<file path="src/rtl/write_through_buffer_if.sv">
// Bundle of front-end push signals and the write-through channel head/handshake.
// The buffer takes the slave modport; the front-end/channel side takes master.
interface write_through_buffer_if #(
    parameter int unsigned FE_ADDR_W = 32,
    parameter int unsigned FE_DATA_W = 32,
    parameter int unsigned DEPTH_W   = 2
);
    localparam int unsigned FE_NBYTES = FE_DATA_W / 8;
    localparam int unsigned FE_BYTE_W = $clog2(FE_NBYTES);
    localparam int unsigned ADDR_W    = FE_ADDR_W - FE_BYTE_W;

    logic                  wtb_push;
    logic [ADDR_W-1:0]     wtb_addr;
    logic [FE_DATA_W-1:0]  wtb_wdata;
    logic [FE_NBYTES-1:0]  wtb_wstrb;
    logic                  wtb_full;
    logic                  wtb_empty;
    logic [DEPTH_W:0]      wtb_level;
    logic                  wtb_ovf;
    logic                  mem_valid;
    logic [ADDR_W-1:0]     mem_addr;
    logic [FE_DATA_W-1:0]  mem_wdata;
    logic [FE_NBYTES-1:0]  mem_wstrb;
    logic                  mem_ready;

    modport slave (
        input  wtb_push, wtb_addr, wtb_wdata, wtb_wstrb, mem_ready,
        output wtb_full, wtb_empty, wtb_level, wtb_ovf,
               mem_valid, mem_addr, mem_wdata, mem_wstrb
    );

    modport master (
        output wtb_push, wtb_addr, wtb_wdata, wtb_wstrb, mem_ready,
        input  wtb_full, wtb_empty, wtb_level, wtb_ovf,
               mem_valid, mem_addr, mem_wdata, mem_wstrb
    );
endinterface

</file>
<file path="src/rtl/write_through_buffer.sv">
// Posted-write FIFO between the cache write path and the write-through channel.
// The head entry stays in storage until the channel reports completion, so it is stable for retries.
module write_through_buffer #(
    parameter int unsigned FE_ADDR_W = 32,
    parameter int unsigned FE_DATA_W = 32,
    parameter int unsigned DEPTH_W   = 2
) (
    input  logic                  clk,
    input  logic                  reset,
    write_through_buffer_if.slave bus
);
    localparam int unsigned FE_NBYTES = FE_DATA_W / 8;
    localparam int unsigned FE_BYTE_W = $clog2(FE_NBYTES);
    localparam int unsigned ADDR_W    = FE_ADDR_W - FE_BYTE_W;
    localparam int unsigned DEPTH     = 2 ** DEPTH_W;
    localparam int unsigned CNT_W     = DEPTH_W + 1;

    typedef struct packed {
        logic [ADDR_W-1:0]    addr;
        logic [FE_DATA_W-1:0] data;
        logic [FE_NBYTES-1:0] strb;
    } entry_t;

    typedef enum logic {
        IDLE = 1'b0,
        BUSY = 1'b1
    } state_t;

    state_t             state;
    state_t             state_nxt;
    entry_t             entries [DEPTH];
    logic [DEPTH_W-1:0] rd_ptr;
    logic [DEPTH_W-1:0] wr_ptr;
    logic [CNT_W-1:0]   count;
    logic               ovf;
    logic               full_c;
    logic               push_ok_c;
    logic               pop_c;
    logic               valid_c;

    // Full is judged on the pre-edge count, so a same-cycle pop never frees room for a push.
    assign full_c    = (count == CNT_W'(DEPTH));
    assign push_ok_c = bus.wtb_push & ~full_c;

    // Next-state and channel handshake decode.
    always_comb begin
        state_nxt = state;
        valid_c   = 1'b0;
        pop_c     = 1'b0;
        case (state)
            IDLE: begin
                valid_c = (count != '0);
                if (valid_c && bus.mem_ready) begin
                    state_nxt = BUSY;
                end
            end
            BUSY: begin
                // In BUSY, valid flags a further entry queued behind the in-flight head.
                valid_c = (count > CNT_W'(1));
                if (bus.mem_ready) begin
                    pop_c     = 1'b1;
                    state_nxt = valid_c ? BUSY : IDLE;
                end
            end
            default: state_nxt = IDLE;
        endcase
    end

    always_ff @(posedge clk) begin
        if (reset) begin
            state <= IDLE;
        end else begin
            state <= state_nxt;
        end
    end

    // Pointer, occupancy and overflow-pulse registers.
    always_ff @(posedge clk) begin
        if (reset) begin
            rd_ptr <= '0;
            wr_ptr <= '0;
            count  <= '0;
            ovf    <= 1'b0;
        end else begin
            ovf <= bus.wtb_push & full_c;
            if (push_ok_c) begin
                wr_ptr <= wr_ptr + DEPTH_W'(1);
            end
            if (pop_c) begin
                rd_ptr <= rd_ptr + DEPTH_W'(1);
            end
            case ({push_ok_c, pop_c})
                2'b10:   count <= count + CNT_W'(1);
                2'b01:   count <= count - CNT_W'(1);
                default: count <= count;
            endcase
        end
    end

    // Entry storage carries no reset; occupancy alone defines which slots are live.
    always_ff @(posedge clk) begin
        if (push_ok_c) begin
            entries[wr_ptr] <= '{addr: bus.wtb_addr, data: bus.wtb_wdata, strb: bus.wtb_wstrb};
        end
    end

    assign bus.wtb_full  = full_c;
    assign bus.wtb_empty = (count == '0);
    assign bus.wtb_level = count;
    assign bus.wtb_ovf   = ovf;
    assign bus.mem_valid = valid_c;
    assign bus.mem_addr  = entries[rd_ptr].addr;
    assign bus.mem_wdata = entries[rd_ptr].data;
    assign bus.mem_wstrb = entries[rd_ptr].strb;
endmodule

</file>
<file path="src/flat_wrapper.sv">
// flat-port wrapper written by rule: the top's interface ports become plain ports
module write_through_buffer_flat 
#(
    parameter int unsigned FE_ADDR_W = 32,
    parameter int unsigned FE_DATA_W = 32,
    parameter int unsigned DEPTH_W   = 2
)
  (clk, reset, bus_wtb_push, bus_wtb_addr, bus_wtb_wdata, bus_wtb_wstrb, bus_mem_ready, bus_wtb_full, bus_wtb_empty, bus_wtb_level, bus_wtb_ovf, bus_mem_valid, bus_mem_addr, bus_mem_wdata, bus_mem_wstrb);
  write_through_buffer_if #(.FE_ADDR_W(FE_ADDR_W), .FE_DATA_W(FE_DATA_W), .DEPTH_W(DEPTH_W)) bus_i ();
  input  logic clk;
  input  logic reset;
  input wire logic [$bits(bus_i.wtb_push)-1:0] bus_wtb_push;
  input wire logic [$bits(bus_i.wtb_addr)-1:0] bus_wtb_addr;
  input wire logic [$bits(bus_i.wtb_wdata)-1:0] bus_wtb_wdata;
  input wire logic [$bits(bus_i.wtb_wstrb)-1:0] bus_wtb_wstrb;
  input wire logic [$bits(bus_i.mem_ready)-1:0] bus_mem_ready;
  output wire logic [$bits(bus_i.wtb_full)-1:0] bus_wtb_full;
  output wire logic [$bits(bus_i.wtb_empty)-1:0] bus_wtb_empty;
  output wire logic [$bits(bus_i.wtb_level)-1:0] bus_wtb_level;
  output wire logic [$bits(bus_i.wtb_ovf)-1:0] bus_wtb_ovf;
  output wire logic [$bits(bus_i.mem_valid)-1:0] bus_mem_valid;
  output wire logic [$bits(bus_i.mem_addr)-1:0] bus_mem_addr;
  output wire logic [$bits(bus_i.mem_wdata)-1:0] bus_mem_wdata;
  output wire logic [$bits(bus_i.mem_wstrb)-1:0] bus_mem_wstrb;
  assign bus_i.wtb_push = bus_wtb_push;
  assign bus_i.wtb_addr = bus_wtb_addr;
  assign bus_i.wtb_wdata = bus_wtb_wdata;
  assign bus_i.wtb_wstrb = bus_wtb_wstrb;
  assign bus_i.mem_ready = bus_mem_ready;
  assign bus_wtb_full = bus_i.wtb_full;
  assign bus_wtb_empty = bus_i.wtb_empty;
  assign bus_wtb_level = bus_i.wtb_level;
  assign bus_wtb_ovf = bus_i.wtb_ovf;
  assign bus_mem_valid = bus_i.mem_valid;
  assign bus_mem_addr = bus_i.mem_addr;
  assign bus_mem_wdata = bus_i.mem_wdata;
  assign bus_mem_wstrb = bus_i.mem_wstrb;
  write_through_buffer #(.FE_ADDR_W(FE_ADDR_W), .FE_DATA_W(FE_DATA_W), .DEPTH_W(DEPTH_W)) u_core (.clk(clk), .reset(reset), .bus(bus_i));
endmodule
</file>
<file path="config.mk">
export PLATFORM = sky130hd
export DESIGN_NAME = write_through_buffer_flat
export DESIGN_NICKNAME = d
export VERILOG_FILES = /design/src/rtl/write_through_buffer_if.sv /design/src/rtl/write_through_buffer.sv /design/src/flat_wrapper.sv
export SDC_FILE = /design/constraint.sdc
export NUM_CORES = 1
export LEC_CHECK = 0
export ABC_AREA = 0
export BUFFER_PORTS_ARGS = -buffer_cell sky130_fd_sc_hd__buf_2
export CAP_MARGIN = 15
export CELL_PAD_IN_SITES_DETAIL_PLACEMENT = 1
export CELL_PAD_IN_SITES_GLOBAL_PLACEMENT = 1
export CORE_MARGIN = 10
export CORE_UTILIZATION = 40
export CTS_CLUSTER_DIAMETER = 40
export DETAILED_ROUTE_END_ITERATION = 16
export PLACE_DENSITY_LB_ADDON = 0.1
export RECOVER_POWER = 25
export SYNTH_ARGS = -nofsm -noshare
export SYNTH_HDL_FRONTEND = slang
export SYNTH_SLANG_ARGS = --single-unit
</file>
<file path="constraint.sdc">
create_clock -name clk -period 3.25 [get_ports clk]
set_input_delay 0.65 -clock clk [delete_from_list [all_inputs] [get_ports clk]]
set_output_delay 0.65 -clock clk [all_outputs]
set_load 0.02 [all_outputs]
</file>
==> metrics.csv <==
stage,metric,value,unit
pwr,p_seq_share,46.0,%
pwr,swShare,22.9,%
yosys,synthTopCellsByCount,"edfxtp_1 (264), mux4_2 (66), dfxtp_1 (11)",
cts,post_cts_buffers,0,
floorplanning,io_pins,143,
cts,cts_hold_buf,0,
global_routing,grtUsageTotal,13.8,%
cts,numClockSinks,275,
pwr,p_per_area,724,nW/um2
cts,cts_max_path_buffers,3,
yosys,async_reset_ff_share,0,%
global_routing,grt-ovfl-total,0,
yosys,synth.distinct_cells,27,
placed_design,dp_hpwl,14200,um
sta,drv_slew,0,
global_routing,grt_max_degree,27,
sta,finalSetupTns,0,ps
yosys,yosys.area.top_type,edfxtp_1,
yosys,synthesis.area,10100,um2
cts,clkTransAtPathRegs,60,ps
detailed_routing,viasPerCell,5.01,
setup_path,cp-start-kind,register,
detailed_routing,vias,4750,
cells_and_area,final_cell_area,12500,um2
sta,max_freq,0.345,GHz
cts,cts_made_buffers,38,
floorplanning,die_x,179,um
detailed_routing,first_pass_iters,4,
detailed_routing,ant_nets,0,
yosys,synthFlopType,edfxtp_1,
cts,worstSkewPairLatency,510,ps
yosys,yosys_warnings,0,
sta,hold_violations,0,
pwr,clockPowerShare,44.4,%
yosys,netlist_instances,405,
yosys,synth_most_common_cell,edfxtp_1,
global_routing,antenna_found_initial,2,
floorplanning,core-area,25000,um2
setup_path,worstPathArrival,2250,ps
hold_path,min_path_type,in -> reg,
pwr,pwr-share-comb,9.6,%
cells_and_area,fin_nets,667,
yosys,ys_seq_area_share,80.8,%
run,max_cap_violations,0,
detailed_routing,drt-initial-drc-count,283,
floorplanning,dieArea,31900,um2
cts,cts_root_buf,clkbuf_16,
yosys,syn_area_per_cell,24.9,um2
yosys,synthTopCellsByArea,"edfxtp_1 (79%), mux4_2 (15%), dfxtp_1 (2.2%)",
setup_path,crit_type,reg -> out,
setup_path,cp_max_fo,22,
cts,cts_resized,0,
pwr,power.switching,2.08,mW
placed_design,dpl_cell_area,11300,um2
sta,maxSlewHeadroom,55.9,%
pwr,p_leak,4.19,nW
yosys,syn-num-nets,483,
yosys,synth_edf_count,264,
placed_design,gp_congestion,0.700,
cells_and_area,drive_above_1_share,39.9,%
sta,timing.final.crit_share,89.3,%
cells_and_area,syn_to_final_growth,24.4,%
sta,min_period,2900,ps
sta,skew,16.9,ps
yosys,synth.ff_latch_count,275,
pwr,max-vdd-ir-drop,0.494,mV
sta,rsz0062_at_grt,no,
detailed_routing,wire_per_inst,22.9,um
global_routing,grt_pass1_wl,33300,um
cells_and_area,final_util,50.2,%
cts,cts_tree,built,
placed_design,io_buffers,142,
detailed_routing,routed_wirelength,21700,um
cts,htree_levels,2,
global_routing,grt_pass1_vias,5539,
sta,setup_violations,0,
detailed_routing,drcViolationCount,0,
floorplanning,start_util,40.4,%
pwr,p_int,7.00,mW
floorplanning,num_rows,58,
sta,tightest_slew,660,ps
outcome,status,finished clean,
cells_and_area,nFillCells,2297,
setup_path,worst_setup_path_end_kind,output pin,
setup_path,required,2600,ps
yosys,synth_top_area_share,78.7,%
floorplanning,die_y,179,um
## through the flow
step           cells  power, mW  setup slack, ps  hold WS [ps]
2_1_floorplan    405       4.79             26.0           485
3_3_place_gp     879       5.13              836           499
3_5_place_dp     879       5.16              746           523
4_1_cts          947       9.23              260           334
5_1_grt          947       9.44              207           368
6_report         948       9.08              349           379
## worst paths after layout
kind / start / end / slack, ps / cells past startpoint
worst min register to register: u_core.rd_ptr[1]$_SDFFE_PP0P_ / u_core.rd_ptr[1]$_SDFFE_PP0P_ / 530 / 2
worst max-delay path: register / bus_mem_wdata[3] / 350 / 3
worst min-delay path: bus_wtb_wdata[30] / u_core.entries[3][34]$_DFFE_PP_ / 380 / 1
worst max register to register: u_core.bus.wtb_level[1]$_SDFFE_PP0P_ / u_core.entries[2][31]$_DFFE_PP_ / 810 / 5
## power groups by stage
stage | registers (mW) | logic, mW | clock network [mW]
3_3_place_gp | 4.24 | 0.892 | 0
3_5_place_dp | 4.25 | 0.905 | 0
5_1_grt | 4.20 | 0.948 | 4.29
4_1_cts | 4.18 | 0.908 | 4.14
2_1_floorplan | 4.23 | 0.553 | 0
6_report | 4.18 | 0.869 | 4.03
## final cells by class
class                      count  area (um2)  area share [%]
inverter                       6        22.5           0.180
timing repair buffer         159         870            6.94
multi-input combinational    109        1810            14.4
antenna                        1        2.50          0.0200
clock inverter                22         218            1.74
clock buffer                  46        1040            8.33
tap                          330         413            3.29
sequential                   275        8160            65.1
## sequential cells by signal (all words and copies together), names as in the netlist, named ones only
signal / flops
u_core.state: 1
u_core.rd_ptr: 2
u_core.wr_ptr: 2
u_core.bus.wtb_ovf: 1
u_core.entries: 264
u_core.bus.wtb_level: 3
## metal layers
metal,global-route usage [%],routed length [um],share of wire (%)
met1,16.5,8710,40
met2,23.8,11300,52
met3,3.77,1350,6.2
met4,4.17,379,1.7
met5,0,20,0.092
## critical path, cell delays in order (launching register included)
cell     delay (ps)
dfxtp_4         680
buf_12          290
mux4_2          580
buf_2           190
## cell families after synthesis
| logic type | after synthesis | synth area share, % |
|---|---|---|
| xor gates and xnor gates | 5 | 0.435 |
| muxes | 68 | 14.9 |
| and+or+nand+nor | 22 | 1.12 |
| AOI/OAI and AO/OA | 6 | 0.372 |
| adders and majority gates | 8 | 0.993 |
| buffers and inverters | 21 | 1.29 |
| DFF | 275 | 80.8 |
## cells in the final DEF, fill, tap and decap left out, types with 4 or more instances in the layout
cell type    n
edfxtp_1   264
buf_2       97
mux4_2      66
clkbuf_1    50
clkbuf_16   41
buf_4       10
dfxtp_1      9
nor2_1       8
ha_1         8
buf_12       7
inv_1        6
clkinv_2     6
and2_4       4
Note: power is estimated with default switching activity, not from simulation.
